==> src/rtl/fpm_dram_controller.sv <==
// Fast-page-mode DRAM controller for a 68000 bus: windowed decode, row/column mux for 1-2 RAS banks,
// per-byte CAS, and CAS-before-RAS refresh with enforced RAS precharge.
module fpm_dram_controller #(
  parameter int          ADDR_BITS        = 10,
  parameter int          BANKS            = 2,
  parameter logic [23:0] DRAM_BASE        = 24'h100000,
  parameter int          REFRESH_CYCLES   = 240,
  parameter int          PRECHARGE_CYCLES = 2
) (
  input  logic                 CLK,
  input  logic                 RST,
  input  logic                 AS,
  input  logic                 UDS,
  input  logic                 LDS,
  input  logic                 RW,
  input  logic [23:0]          ADDR_IN,
  output logic [ADDR_BITS-1:0] ADDR_OUT,
  output logic [BANKS-1:0]     RAS,
  output logic                 CASU,
  output logic                 CASL,
  output logic                 WE,
  output logic                 DTACK_DRAM
);

  localparam int OB  = 2*ADDR_BITS + 2;
  localparam int RCW = $clog2(REFRESH_CYCLES);
  localparam int PCW = $clog2(PRECHARGE_CYCLES + 1);
  localparam logic [24:0] WIN_LO = {1'b0, DRAM_BASE};
  localparam logic [24:0] WIN_HI = WIN_LO + (25'(BANKS) << (OB-1));

  typedef enum logic [3:0] {
    S_IDLE, S_ROW, S_MUX, S_COL, S_ACK, S_PRE, S_REF_CAS, S_REF_RAS, S_REF_DONE
  } state_t;

  state_t                 r_state, w_nstate;
  logic [ADDR_BITS-1:0]   r_addr, w_addr;
  logic [BANKS-1:0]       r_ras, w_ras, w_ras_bank;
  logic                   r_casu, w_casu, r_casl, w_casl, r_we, w_we, r_dtack, w_dtack;
  logic                   r_bank, w_bank_n;
  logic [PCW-1:0]         r_pre_cnt, w_pre_n;
  logic [RCW-1:0]         r_ref_cnt;
  logic                   r_ref_pend;
  logic                   w_ref_exp, w_ce, w_rel, w_bank;
  logic [OB-1:0]          w_off;
  logic [ADDR_BITS-1:0]   w_row, w_col;
  logic [1:0]             w_unused_bits;

  assign w_ce  = ~AS && ({1'b0, ADDR_IN} >= WIN_LO) && ({1'b0, ADDR_IN} < WIN_HI);
  assign w_off = ADDR_IN[OB-1:0] - DRAM_BASE[OB-1:0];
  assign w_row = w_off[ADDR_BITS:1];
  assign w_col = w_off[2*ADDR_BITS:ADDR_BITS+1];
  assign w_bank = (BANKS == 2) ? w_off[OB-1] : 1'b0;
  assign w_unused_bits = {w_off[OB-1], w_off[0]};

  assign w_ref_exp = (r_ref_cnt == RCW'(REFRESH_CYCLES - 1));

  always_comb begin
    for (int b = 0; b < BANKS; b++) w_ras_bank[b] = (r_bank != 1'(b));
  end

  always_comb begin
    w_nstate = r_state;
    w_addr   = r_addr;
    w_ras    = r_ras;
    w_casu   = r_casu;
    w_casl   = r_casl;
    w_we     = r_we;
    w_dtack  = r_dtack;
    w_bank_n = r_bank;
    w_pre_n  = r_pre_cnt;
    w_rel    = 1'b0;
    case (r_state)
      // The expiry term lets refresh win over a CE arriving on the same edge.
      S_IDLE: begin
        if (r_ref_pend || w_ref_exp) w_nstate = S_REF_CAS;
        else if (w_ce) begin
          w_addr   = w_row;
          w_bank_n = w_bank;
          w_nstate = S_ROW;
        end
      end
      S_ROW: begin
        if (AS) w_rel = 1'b1;
        else begin
          w_ras    = w_ras_bank;
          w_nstate = S_MUX;
        end
      end
      S_MUX: begin
        if (AS) w_rel = 1'b1;
        else begin
          w_addr   = w_col;
          w_we     = RW;
          w_nstate = S_COL;
        end
      end
      S_COL: begin
        if (AS) w_rel = 1'b1;
        else begin
          w_casu   = UDS;
          w_casl   = LDS;
          w_nstate = S_ACK;
        end
      end
      S_ACK: begin
        if (AS) w_rel = 1'b1;
        else    w_dtack = 1'b0;
      end
      S_PRE: begin
        if (r_pre_cnt == PCW'(PRECHARGE_CYCLES - 1)) w_nstate = S_IDLE;
        else w_pre_n = r_pre_cnt + 1'b1;
      end
      S_REF_CAS: begin
        w_casu   = 1'b0;
        w_casl   = 1'b0;
        w_nstate = S_REF_RAS;
      end
      S_REF_RAS: begin
        w_ras    = '0;
        w_nstate = S_REF_DONE;
      end
      S_REF_DONE: begin
        w_ras    = '1;
        w_casu   = 1'b1;
        w_casl   = 1'b1;
        w_pre_n  = '0;
        w_nstate = S_PRE;
      end
      default: w_nstate = S_IDLE;
    endcase
    if (w_rel) begin
      w_addr   = '0;
      w_ras    = '1;
      w_casu   = 1'b1;
      w_casl   = 1'b1;
      w_we     = 1'b1;
      w_dtack  = 1'b1;
      w_pre_n  = '0;
      w_nstate = S_PRE;
    end
  end

  always_ff @(posedge CLK or negedge RST) begin
    if (!RST) begin
      r_state    <= S_IDLE;
      r_addr     <= '0;
      r_ras      <= '1;
      r_casu     <= 1'b1;
      r_casl     <= 1'b1;
      r_we       <= 1'b1;
      r_dtack    <= 1'b1;
      r_bank     <= 1'b0;
      r_pre_cnt  <= '0;
      r_ref_cnt  <= '0;
      r_ref_pend <= 1'b0;
    end else begin
      r_state   <= w_nstate;
      r_addr    <= w_addr;
      r_ras     <= w_ras;
      r_casu    <= w_casu;
      r_casl    <= w_casl;
      r_we      <= w_we;
      r_dtack   <= w_dtack;
      r_bank    <= w_bank_n;
      r_pre_cnt <= w_pre_n;
      r_ref_cnt <= w_ref_exp ? '0 : r_ref_cnt + 1'b1;
      // A new expiry outranks the clear so a request landing during REF_CAS is not lost.
      if (w_ref_exp)                  r_ref_pend <= 1'b1;
      else if (r_state == S_REF_CAS)  r_ref_pend <= 1'b0;
    end
  end

  assign ADDR_OUT   = r_addr;
  assign RAS        = r_ras;
  assign CASU       = r_casu;
  assign CASL       = r_casl;
  assign WE         = r_we;
  assign DTACK_DRAM = r_dtack;

endmodule

==> config.mk <==
export PLATFORM = sky130hd
export DESIGN_NAME = fpm_dram_controller
export DESIGN_NICKNAME = d
export VERILOG_FILES = /design/src/rtl/fpm_dram_controller.sv
export SDC_FILE = /design/constraint.sdc
export NUM_CORES = 1
export LEC_CHECK = 0
export BUFFER_PORTS_ARGS = -buffer_cell sky130_fd_sc_hd__buf_2
export CORE_MARGIN = 3
export CORE_UTILIZATION = 48
export DETAILED_ROUTE_END_ITERATION = 7
export GPL_ROUTABILITY_DRIVEN = 0
export GPL_TIMING_DRIVEN = 1
export PLACE_DENSITY_LB_ADDON = 0.05
export SYNTH_ARGS = -nofsm -noshare
export SYNTH_HDL_FRONTEND = slang
export SYNTH_SLANG_ARGS = --single-unit
export TNS_END_PERCENT = 5
==> constraint.sdc <==
create_clock -name CLK -period 1.65 [get_ports CLK]
set_clock_uncertainty 0.15 [all_clocks]
set_input_delay 0.33 -clock CLK [delete_from_list [all_inputs] [get_ports CLK]]
set_output_delay 0.33 -clock CLK [all_outputs]
set_load 0.005 [all_outputs]
==> results.toml, run 1 <==
[finish]
layout.cells.most_common = "buf_4"
num-fill-cells = 250
ratio_of_cells_with_drive_above_1_in_the_final_layout_pct = 52.45
area.growth.synth_to_final_pct = 49.05
finalNonFillerCells = 332
nNetsFinal = 319
diodes = 0
layout.cells.most_common_list = "buf_4 (47), buf_2 (45), dfrtp_1 (24)"

[synthesis]
synth_fp_nets = 220
dominantRegCellSynth = "dfrtp_1"
synth-edff-count = 0
synth_top_family_by_area = "compound AO/OA/AOI/OAI gates"
synth.cell_area_um2 = 1847
synth_fa_ha_area_share_pct = 2.710
postSynth.asyncResetShare_pct = 100.0
yosys_register_bits = 32
yosysSeqAreaShare_pct = 43.77
synth_compound_gate_area_share_pct = 20.46
synth_xor_area_share_pct = 2.846
mean_post_synth_cell_area_um2 = 9.929
yosys.area_share.simple_pct = 20.12
synth_mux_area_share_pct = 6.707
yosys.area.top_type = "dfrtp_1"
synth_cell_type_count = 43
syn_inst = 186
post_synth_main_area_contributors = "dfrtp_1 (35%), dfstp_2 (8.5%), a211oi_2 (6.1%), mux2i_1 (4.9%), a21oi_1 (4.1%)"
synth.top_cell.area_share_pct = 35.23
yosysWarnings = 0

[timing]
timing_max_transition_violations_final = 0
max_slew.worst_pin.slew_ps = 495.7
finalWorstPathRequiredPeriod_ps = 1884
unrepaired_setup_endpoints_after_global_routing = "true"
timing_hold_violations_final = 0
maxSlewHeadroom_pct = 66.73
setup_failing_eps_final = 17
setup_slack_ps = -234.2
clock.fmax_mhz = 530.7
final_layout_setup_total_negative_slack_ps = -2678
fin_crit_sh_pct = 114.2

[global_route]
grt_max_degree = 17
antenna_found_initial = 0
global_route_wire_length_before_repair_um = 9156
globalRouteOverflowTotal = 0
grtUsageTotal_pct = 26.87
first_global_vias = 2050

[detailed_routing]
wl_um = 5401
wl_met1_um = 2201
top_layer_used = "met4"
wl_met2_um = 2913
detailroute.via_count = 1813
first_pass_iters = 5
wire_per_inst_um = 16.27
met3_layer_wire_length_in_the_routed_design_um = 167
detail_route.iter0.violations = 115
postRouteAntennaNets = 0
detail_route.drc_violations = 0
avgViaCountPerCell = 5.461

[placement]
hpwlAfterDp_um = 4060
post_place_worst_slack_ps = -344.4
placed_instances = 321
buffer_ports.inserted = 45

[power]
irDropWorstVdd_mv = 0.8456
leakagePower_nw = 1.280
cellPowerDensity_nw_per_um2 = 1533

[status]
status = "finished, violations left"
violations_in_the_final_reports = "setup timing"

[run]
cap_viol_max_count = 0

[setup_path]
worstSetupStartpointType = "flop"
crit_path_end_kind = "flop"
crit_path_max_fanout = 5
r2r_cells = 6
worst-endpoint-arrival_ps = 1900
worst-setup-path-type = "flop to flop"
timing.critical_path.required_ps = 1670

[hold_path]
hold_path.class = "input pin to flop"
hold_path_depth = 3

[clocking]
clk-insertion-delay-late_ps = 290
clock_sink_count = 32
clk_pin_slew_worst_paths_ps = 70
clockRootBuffer = "clkbuf_8"
numCtsBuffers = 5
cts_tree = "done"
ctsHtreeMaxLevel = 2
cts-root-to-sink-buffers = 2

[die]
floorplan.initialDensity_pct = 52.45
core-area_um2 = 3521
die_w_um = 68.03
die-area_um2 = 4627
fp-row-count = 21
num_io_pins = 46
die-height_um = 68.03
[path summary, 6_finish.rpt]
| check | to | slack (ps) | from |
|---|---|---|---|
| min in group asynchronous | r_ref_cnt[7] | 270 | RST |
| setup / recovery | ADDR_OUT[8] | -230 | r_state[0] |
| hold / removal | WE | 110 | RW |
| max in group asynchronous | WE | 540 | RST |
| hold reg to reg | DTACK_DRAM | 340 | DTACK_DRAM |
| setup reg to reg | ADDR_OUT[8] | -230 | r_state[0] |
[kinds of logic (layout without fill, tap and decap cells)]
logic type,count (synthesis),in the layout
AND/OR/NAND/NOR,69,69
buffers and inverters,13,113
multiplexers,12,12
flip-flops,32,32
XOR/XNOR,6,6
AO/OA/AOI/OAI,50,50
adder cells (fa/ha/maj),4,4
[critical path, cell delays in order (launching register included)]
cell and delay [ps]:
dfrtp_1 430, nor3_4 220, nand2b_1 130, o41ai_4 420, and2_4 230, buf_6 120, a211oi_2 60
[cell usage after synthesis, drive strengths merged (2+ instances only)]
library cell and number:
a211oi 10, a21o 2, a21oi 16, and2 2
and3 3, buf 7, clkbuf 2, dfrtp 26
dfstp 6, ha 4, inv 4, mux2 3
mux2i 9, nand2 20, nand2b 6, nand3 4
nand3b 2, nor2 15, nor2b 4, nor3 3
nor4 4, nor4b 3, o211ai 4, o21ai 8
o21bai 2, o311ai 2, o31ai 2, xnor2 2
xor2 4
[through the flow]
stage | total power, mW | utilization, % | hold WS (ps) | cell area [um2]
final | 4.220 | 78.18 | 113.6 | 2753
after global routing | 4.531 | 78.18 | 130.5 | 2753
after CTS | 4.179 | 77.22 | 117.6 | 2719
after detailed placement | 3.481 | 72.53 | 42.15 | 2554
after global placement | 3.352 | 72.53 | 36.85 | 2554
after floorplan | 2.471 | - | -115.6 | 1888
[cell type report]
class / count / area, um2 / area share (%)
well taps: 46 / 57.56 / 2.091
repair buffers: 101 / 695.7 / 25.27
flip-flops and latches: 32 / 810.8 / 29.45
multi-input cells: 141 / 1092 / 39.68
clock inverters: 1 / 5.005 / 0.1818
clock buffers: 7 / 76.32 / 2.773
inverters: 4 / 15.01 / 0.5455
[sequential cells by signal, summed over array words and instances (netlist names)]
| name | cells |
|---|---|
| WE | 1 |
| DTACK_DRAM | 1 |
| ADDR_OUT | 10 |
| r_bank | 1 |
| r_ref_pend | 1 |
| r_pre_cnt | 2 |
| CASU | 1 |
| r_state | 4 |
| RAS | 2 |
| r_ref_cnt | 8 |
| CASL | 1 |
[per-layer routing]
layer	vias up	GRT usage, %
met1	888	29.95
met3	12	5.255
met2	39	48.74
met5	-	0
li1	874	-
met4	0	12.41
[power by group]
part	internal (mW)	switching, mW	leakage [nW]
Clock	0.296	0.289	0.0422
Combinational	1.23	1.11	0.843
Sequential	1.10	0.200	0.394
Total	2.62	1.60	1.28
[timing repair]
item                                   4_1_cts  5_1_grt
hold buffers                                 1        0
buffers inserted                             1        0
gates resized for setup                     16        9
setup endpoints to repair                   20       22
endpoints found under the hold margin        7        0
pin swaps                                    6        3
gates cloned                                 1        0
Power figures use the tool's default switching activity.
==> inputs of run 2 (changes only) <==
--- a/config.mk
+++ b/config.mk
@@ -8,6 +8,7 @@
 export BUFFER_PORTS_ARGS = -buffer_cell sky130_fd_sc_hd__buf_2
 export CORE_MARGIN = 3
 export CORE_UTILIZATION = 48
+export CTS_BUF_LIST = sky130_fd_sc_hd__clkbuf_16
 export DETAILED_ROUTE_END_ITERATION = 7
 export GPL_ROUTABILITY_DRIVEN = 0
 export GPL_TIMING_DRIVEN = 1
==> constraint.sdc (replaced) <==
create_clock -name CLK -period 1.65 [get_ports CLK]
set_clock_uncertainty 0.15 [all_clocks]
set_input_delay 0 -clock CLK [delete_from_list [all_inputs] [get_ports CLK]]
set_output_delay 0 -clock CLK [all_outputs]
set_load 0.005 [all_outputs]
==> results.toml, run 2 (same netlist as run 1, synthesis figures left out) <==
[status]
status = "finished, violations left"
violations_in_the_final_reports = "hold timing, setup timing"

[setup_path]
cp_slowest_stage_delay_ps = 410
critical_path.endpoint = "ADDR_OUT[6]"
worst_r2r_startpoint = "r_state[2]"
crit_path_max_fanout = 7
critical_path_depth = 6
crit-reg2reg-capture = "ADDR_OUT[6]"
cpMostUsedCell = "buf_4"
worst-endpoint-arrival_ps = 1880
family_with_the_most_delay_on_the_worst_path = "buffers and inverters"
critical_path_buf_inv_count = 3
worstPathCellList = "buf_4, nor4b_2, buf_4, buf_12, mux2i_1, a211oi_2"
worstSetupStartpointType = "flop"
worst_setup_path_startpoint = "r_state[2]"
worst-setup-path-type = "flop to flop"
timing.critical_path.required_ps = 1650
r2r_cells = 6
critical-path-slowest-cell = "dfrtp_1"
crit_path_end_kind = "flop"
r2r_slack_ps = -230

[global_route]
grtUsageTotal_pct = 26.92
globalRouteOverflowTotal = 0
antenna_found_initial = 0
first_global_vias = 1999
grt_max_degree = 33
global_route_wire_length_before_repair_um = 9114

[clocking]
cts_tree = "done"
ctsHtreeMaxLevel = 2
cts-root-to-sink-buffers = 2
post_cts_buffers = 0
clk-insertion-delay-late_ps = 280
numCtsBuffers = 5
clk_pin_slew_worst_paths_ps = 50
clock_sink_count = 32
clockRootBuffer = "clkbuf_16"

[timing]
maxSlewHeadroom_pct = 51.91
setup_failing_eps_final = 21
worst_hold_slack_ps = -0.2435
fin_crit_sh_pct = 113.8
timing_max_transition_violations_final = 0
finalWorstPathRequiredPeriod_ps = 1878
clock.fmax_mhz = 532.5
timing_hold_violations_final = 1
setup_slack_ps = -228.0
max_slew.worst_pin.slew_ps = 721.3
unrepaired_setup_endpoints_after_global_routing = "true"

[die]
die-height_um = 68.03
floorplan.initialDensity_pct = 52.45
die_w_um = 68.03
die-area_um2 = 4627
core-area_um2 = 3521
num_io_pins = 46
fp-row-count = 21

[finish]
sequential_standard_cell_area_um2 = 809.5
nNetsFinal = 324
layout.cells.most_common_list = "buf_2 (45), buf_4 (34), dfrtp_1 (25)"
ratio_of_cells_with_drive_above_1_in_the_final_layout_pct = 45.36
layout.cells.most_common = "buf_2"
diodes = 0
multi_input_comb_area_um2 = 1071
utilization_after_layout_pct = 82.13
area.growth.synth_to_final_pct = 56.57
largest_register_ff_count = 10
fin_area_um2 = 2892
num-fill-cells = 208

[power]
comb_power_share_pct = 49.2
irDropWorstVdd_mv = 1.095
leakagePower_nw = 1.326
cell_internal_pwr_mw = 2.937
cellPowerDensity_nw_per_um2 = 1571
switching_share_pct = 35.32
pwr-share-clk_pct = 22.6
power.share.sequential_pct = 28.1
power_switching_mw = 1.604
total_power_mw = 4.542

[detailed_routing]
detailroute.via_count = 1887
avgViaCountPerCell = 5.599
detail_route.drc_violations = 0
detail_route.iter0.violations = 90
wl_um = 5494
wire_per_inst_um = 16.30
postRouteAntennaNets = 0
first_pass_iters = 4

[placement]
hpwlAfterDp_um = 3497
dpl-instance-area_um2 = 2441
buffer_ports.inserted = 45

[run]
cap_viol_max_count = 0

[hold_path]
hold_path.class = "input pin to flop"
-- run 2: layout make-up --
cell class / instances / share of cell area [%]
flip-flops and latches: 32 / 28.00
multi-input cells: 141 / 37.04
clock buffers: 5 / 4.327
well taps: 46 / 1.990
repair buffers: 106 / 26.78
clock inverters: 3 / 1.341
inverters: 4 / 0.5193
-- run 2: how the worst min path moves through the flow --
stage	end	cells after the start	start	slack, ps
2_1_floorplan	ADDR_OUT[0]	0	RST	-450
3_3_place_gp	r_ref_cnt[2]	1	RST	-70
3_5_place_dp	r_ref_cnt[4]	1	RST	-60
4_1_cts	ADDR_OUT[5]	3	ADDR_IN[16]	-0.1
5_1_grt	ADDR_OUT[5]	3	ADDR_IN[16]	30
6_report	ADDR_OUT[5]	3	ADDR_IN[16]	-0.2
-- run 2: metrics by stage --
stage	setup WS (ps)	setup TNS [ps]	instances
after global routing	-326.3	-4542	337
final	-228.0	-2583	337
after floorplan	-128.3	-1314	186
after detailed placement	-231.5	-2789	306
after global placement	-121.4	-1652	306
after CTS	-189.7	-2304	337
-- run 2: worst min-delay path: stages --
cell and delay [ps]:
buf_2 110, mux2i_1 180, a211oi_2 90
-- run 2: power groups by stage --
stage	Sequential (mW)	Combinational, mW	Clock (mW)
5_1_grt	1.31	2.43	1.07
2_1_floorplan	1.30	1.17	0
6_report	1.28	2.24	1.03
4_1_cts	1.27	2.18	1.04
3_5_place_dp	1.28	2.04	0
3_3_place_gp	1.27	1.95	0
-- run 2: routing by layer --
metal / vias up / wire length (um) / global-route usage, % / part of all wire [%]
met3: 18 / 279 / 7.553 / 5.1
met5: - / 0 / 0 / 0
met2: 58 / 2897 / 48.26 / 53
met1: 926 / 2143 / 29.80 / 39
li1: 885 / - / - / -
met4: 0 / 173 / 10.67 / 3.1
-- run 2: what timing repair did --
item                                    4_1_cts  5_1_grt
endpoints found under the hold margin        39        0
gates cloned                                  1        0
hold buffers                                 22        0
pin swaps                                     2        2
endpoints found under the setup margin       21       22
resized for setup                            14        5
